[src/rtl/hazard_pkg.sv]
// Shared types and helpers for the ID-stage hazard scoreboard.
// Forwarding codes, scoreboard entry layout and the source-match rule.
package hazard_pkg;

  localparam logic [1:0] FWD_RF  = 2'd0;
  localparam logic [1:0] FWD_EX  = 2'd1;
  localparam logic [1:0] FWD_MEM = 2'd2;
  localparam logic [1:0] FWD_WB  = 2'd3;

  typedef struct packed {
    logic       v;
    logic [4:0] rd;
    logic       ld;
  } sb_entry_t;

  localparam sb_entry_t SB_EMPTY = '0;

  function automatic logic src_match(
    input logic       rd_en,
    input logic [4:0] rs,
    input sb_entry_t  s
  );
    return rd_en & (rs != 5'd0) & s.v & (s.rd == rs);
  endfunction

  // A load still in EX cannot forward; that case is a stall.
  function automatic logic [1:0] fwd_sel(
    input logic m_ex,
    input logic ex_ld,
    input logic m_mem,
    input logic m_wb
  );
    if (m_ex & !ex_ld) return FWD_EX;
    else if (m_mem)    return FWD_MEM;
    else if (m_wb)     return FWD_WB;
    else               return FWD_RF;
  endfunction

endpackage

[src/rtl/sb_stage.sv]
// One scoreboard entry: async-reset register that holds while en is low.
// Clears to the empty entry on reset.
module sb_stage
  import hazard_pkg::*;
(
  input  logic      clk,
  input  logic      rstn,
  input  logic      en,
  input  sb_entry_t d,
  output sb_entry_t q
);

  always_ff @(posedge clk or negedge rstn) begin
    if (!rstn)
      q <= SB_EMPTY;
    else if (en)
      q <= d;
  end

endmodule

[src/rtl/hazard_scoreboard.sv]
// ID-stage hazard unit: EX/MEM/WB destination scoreboard driving
// load-use stalls, bubbles, operand forwarding and a stall counter.
module hazard_scoreboard
  import hazard_pkg::*;
(
  input  logic        clk,
  input  logic        rstn,
  input  logic        id_valid,
  input  logic [4:0]  id_rs1,
  input  logic [4:0]  id_rs2,
  input  logic [4:0]  id_rd,
  input  logic        id_reada,
  input  logic        id_readb,
  input  logic        id_protect,
  input  logic        id_load,
  input  logic        ex_flush,
  input  logic        mem_busy,
  output logic        stall_id,
  output logic        ex_bubble,
  output logic [1:0]  fwd_a,
  output logic [1:0]  fwd_b,
  output logic [15:0] stall_cnt
);

  sb_entry_t ex_q, mem_q, wb_q, ex_d;
  logic      adv;
  logic      ma_ex, ma_mem, ma_wb;
  logic      mb_ex, mb_mem, mb_wb;
  logic      ldstall;
  logic [15:0] cnt_q;

  assign adv = !mem_busy;

  assign ma_ex  = src_match(id_reada, id_rs1, ex_q);
  assign ma_mem = src_match(id_reada, id_rs1, mem_q);
  assign ma_wb  = src_match(id_reada, id_rs1, wb_q);
  assign mb_ex  = src_match(id_readb, id_rs2, ex_q);
  assign mb_mem = src_match(id_readb, id_rs2, mem_q);
  assign mb_wb  = src_match(id_readb, id_rs2, wb_q);

  assign ldstall = id_valid & !ex_flush & ex_q.ld
                 & (ma_ex | mb_ex);

  assign stall_id  = ldstall | mem_busy;
  assign ex_bubble = (ldstall | ex_flush) & !mem_busy;

  assign fwd_a = fwd_sel(ma_ex, ex_q.ld, ma_mem, ma_wb);
  assign fwd_b = fwd_sel(mb_ex, ex_q.ld, mb_mem, mb_wb);

  always_comb begin
    ex_d = SB_EMPTY;
    if (id_valid & id_protect & (id_rd != 5'd0)
        & !ldstall & !ex_flush) begin
      ex_d.v  = 1'b1;
      ex_d.rd = id_rd;
      ex_d.ld = id_load;
    end
  end

  sb_stage u_ex (
    .clk  (clk),
    .rstn (rstn),
    .en   (adv),
    .d    (ex_d),
    .q    (ex_q)
  );

  sb_stage u_mem (
    .clk  (clk),
    .rstn (rstn),
    .en   (adv),
    .d    (ex_q),
    .q    (mem_q)
  );

  sb_stage u_wb (
    .clk  (clk),
    .rstn (rstn),
    .en   (adv),
    .d    (mem_q),
    .q    (wb_q)
  );

  always_ff @(posedge clk or negedge rstn) begin
    if (!rstn)
      cnt_q <= '0;
    else if (ldstall & adv & (cnt_q != 16'hFFFF))
      cnt_q <= cnt_q + 16'd1;
  end

  assign stall_cnt = cnt_q;

endmodule

[config.mk]
export PLATFORM = sky130hd
export DESIGN_NAME = hazard_scoreboard
export DESIGN_NICKNAME = d
export VERILOG_FILES = /design/src/rtl/hazard_pkg.sv /design/src/rtl/sb_stage.sv /design/src/rtl/hazard_scoreboard.sv
export SDC_FILE = /design/constraint.sdc
export NUM_CORES = 1
export LEC_CHECK = 0
export BUFFER_PORTS_ARGS = -buffer_cell sky130_fd_sc_hd__clkbuf_2
export CORE_ASPECT_RATIO = 1.4
export CORE_MARGIN = 3
export CORE_UTILIZATION = 55
export DETAILED_ROUTE_END_ITERATION = 16
export PLACE_DENSITY = 0.84
export RECOVER_POWER = 25
export SLEW_MARGIN = 30
export SYNTH_ARGS = -nofsm -noshare
export SYNTH_HDL_FRONTEND = slang
export SYNTH_SLANG_ARGS = --single-unit
export TNS_END_PERCENT = 100
[constraint.sdc]
create_clock -name clk -period 6.4 [get_ports clk]
set_input_delay 0 -clock clk [delete_from_list [all_inputs] [get_ports clk]]
set_output_delay 0 -clock clk [all_outputs]
set_load 0.02 [all_outputs]
==> results.py <==
metrics = {
    "outcome": {
        "status": "finished clean",
    },
    "routing": {
        "drtPass1Iterations": 4,
        "post-route-drc-count": 0,
        "wirelength_um": 4684,
        "ant_nets": 0,
        "wl_per_cell_um": 16.55,
        "first_iter_violations": 42,
        "wl_met1_um": 1884,
        "highest_layer": "met4",
        "wl_met3_um": 257,
        "viasPerCell": 5.739,
        "route.met2.wl_um": 2429,
        "num_vias": 1624,
    },
    "sta": {
        "worst_slack_ps": 4050,
        "hold_violations": 0,
        "final-setup-viol-count": 0,
        "tns_ps": 0,
        "min_period_ps": 2350,
        "rsz0062_at_grt": "no",
        "worst_pin_slew_ps": 861.2,
        "max_slew_margin_pct": 42.59,
        "finalMaxSlewViolations": 0,
        "period_share_pct": 36.71,
        "max_freq_ghz": 0.4256,
        "fin_hold_ws_ps": 226.3,
        "skew_ps": 6.554,
    },
    "critical_path": {
        "cp-start-kind": "flop",
        "cp_data_arrival_time_ps": 2560,
        "cp-startpoint": "stall_cnt[0]",
        "r2r-end": "stall_cnt[13]",
        "crit_type": "reg -> reg",
        "crit_fanout": 13,
        "cp-end-kind": "flop",
        "rr_worst_depth": 7,
        "reg2reg_from": "stall_cnt[0]",
        "rrSetupSlack_ps": 4050,
        "worstPathRequired_ps": 6610,
    },
    "pwr": {
        "p_int_mw": 0.3690,
        "combPwrFrac_pct": 11.0,
        "seqPwrFrac_pct": 48.2,
        "switchingPower_mw": 0.1189,
        "p_total_mw": 0.4879,
        "powerDensity_mw_per_mm2": 203.3,
        "power.leakage_nw": 1.148,
        "clkPwrFrac_pct": 40.8,
        "vdd_drop_max_mv": 0.2216,
        "sw_frac_of_total_pct": 24.36,
    },
    "finish": {
        "fillerInstances": 302,
        "fin_util_pct": 69.75,
        "drive_gt1_share_pct": 25.51,
        "synthToLayoutAreaGrowth_pct": 20.63,
        "antennaDiodeCount": 0,
        "fin_cells": 283,
        "layout.nets": 267,
        "postLayoutCellArea_mm2": 0.002400,
    },
    "worst_hold_path": {
        "hold-path-endpoint": "u_ex.q[2]",
        "hold_class": "in -> reg",
        "hold_depth": 3,
        "min_from": "id_protect",
    },
    "global_routing": {
        "antenna_found_initial": 0,
        "grt_pass1_wl_um": 7962,
        "grt_pass1_vias": 1721,
        "grt_max_degree": 36,
        "track_usage_pct": 23.10,
        "grt.overflow.total": 0,
    },
    "synthesis": {
        "synth_top_cell_by_area": "dfrtp_1",
        "ys_async_sr_fraction_pct": 100.0,
        "synth_area_leaders": "dfrtp_1 (44%), xor2_1 (11%), xnor2_1 (8.4%), mux2_2 (6.8%), nor3_1 (3.5%)",
        "muxShareOfSynthArea_pct": 7.547,
        "synthSimpleGateAreaFrac_pct": 18.36,
        "ys_top_cells_by_count": "dfrtp_1 (35), xor2_1 (25), xnor2_1 (19)",
        "synth_area_mm2": 0.001989,
        "syn_avg_cell_area_um2": 10.58,
        "synth_top_area_share_pct": 44.03,
        "yosysUniqueCellTypes": 37,
        "synth_compound_area_share_pct": 7.799,
        "yosysSeqAreaShare_pct": 44.03,
        "synthAdderAreaFrac_pct": 0.6289,
        "synth_top_family_by_area": "XOR/XNOR gates",
        "synth-xor-area-share_pct": 19.37,
        "synth_edf_count": 0,
        "synth-main-ff-cell": "dfrtp_1",
        "ys_warn_count": 0,
        "yosysMostFrequentCell": "dfrtp_1",
        "yosys_register_bits": 35,
        "syn-num-nets": 213,
        "syn-instance-count": 188,
    },
    "place": {
        "dpl_cell_area_mm2": 0.002231,
        "place.gp.congestion": 0.8599,
        "placed_cells": 268,
        "hpwl_um": 3473,
        "portBuffers": 45,
        "place_ws_ps": 4048,
    },
    "cts": {
        "clk_pin_slew_ps": 80,
        "cts_tree": "built",
        "cts_num_sinks": 35,
        "clock_latency_ps": 290,
        "cts-buffers-inserted": 5,
        "cts_setup_buffers": 0,
        "cts_root_buf": "clkbuf_8",
        "htree_levels": 2,
        "clock_path_buffers": 2,
    },
    "floorplan": {
        "rows": 25,
        "coreArea_mm2": 0.003441,
        "dieArea_mm2": 0.004385,
        "ios": 46,
        "initial_utilization_pct": 57.82,
        "die_y_um": 77.16,
        "die_w_um": 56.83,
    },
    "flow_run": {
        "drv_cap": 0,
    },
}
[layout make-up]
class | instances | area [um^2] | share of cell area (%)
repair buffers | 52 | 281.5 | 11.73
well taps | 40 | 50.05 | 2.086
inverters | 3 | 11.26 | 0.4692
multi-input cells | 145 | 1069 | 44.53
flip-flops and latches | 35 | 875.8 | 36.50
clock buffers | 5 | 68.82 | 2.868
clock inverters | 3 | 43.79 | 1.825
[what timing repair did]
action	in CTS	in global routing
setup endpoints to repair	0	0
hold endpoints to repair	41	0
resized for setup	0	0
hold buffers	7	0
[layer usage]
metal / track usage (%) / vias up
met1: 28.34 / 766
met4: 10.21 / 0
li1: - / 779
met5: 0 / -
met2: 39.35 / 67
met3: 3.704 / 12
[worst max-delay path by stage]
| stage | to | cells after the start |
|---|---|---|
| 2_1_floorplan | stall_cnt[11] | 7 |
| 5_1_grt | stall_cnt[9] | 7 |
| 6_report | stall_cnt[13] | 7 |
| 4_1_cts | stall_cnt[11] | 7 |
| 3_3_place_gp | stall_cnt[11] | 7 |
| 3_5_place_dp | stall_cnt[11] | 7 |
[registers in the layout, summed over array words and instances (netlist names)]
| name | count |
|---|---|
| stall_cnt | 16 |
| u_ex.q | 7 |
| u_mem.q | 6 |
| u_wb.q | 6 |
[placed cells by master (no fill, tap or decap), types with 2 or more instances in the layout]
cell type / n
dlygate4sd3_1: 7
nor4_1: 4
nand2_1: 13
dfrtp_1: 35
clkbuf_2: 34
mux2_2: 12
xnor2_1: 19
inv_1: 3
a22o_1: 6
xor2_1: 25
clkbuf_1: 11
clkbuf_8: 5
nand4_1: 7
or4_1: 3
and3_1: 3
nor3_1: 14
nor3_2: 2
nor2_1: 9
nand3_1: 7
a21oi_1: 2
o21ai_2: 3
[kinds of logic (layout without fill, tap and decap cells)]
| family | Yosys count | in the layout |
|---|---|---|
| simple gates | 68 | 68 |
| xor+xnor | 44 | 44 |
| flops | 35 | 35 |
| compound gates | 19 | 19 |
| mux | 13 | 13 |
| buf+inv | 8 | 63 |
| fa+ha+maj | 1 | 1 |
[worst max-delay path: stages (launching register included)]
cell,delay [ps]
dfrtp_1,430
ha_1,250
and4_1,210
and3_1,240
a31o_2,350
or3b_1,440
nor3_1,200
xor2_1,170
[power by group through the flow]
stage	logic (mW)	clock network, mW	registers (mW)
after floorplan	0.0295	0	0.237
after global placement	0.0490	0	0.239
after detailed placement	0.0503	0	0.239
after CTS	0.0538	0.204	0.235
after global routing	0.0595	0.215	0.236
final	0.0535	0.199	0.235
Power figures use the tool's default switching activity.
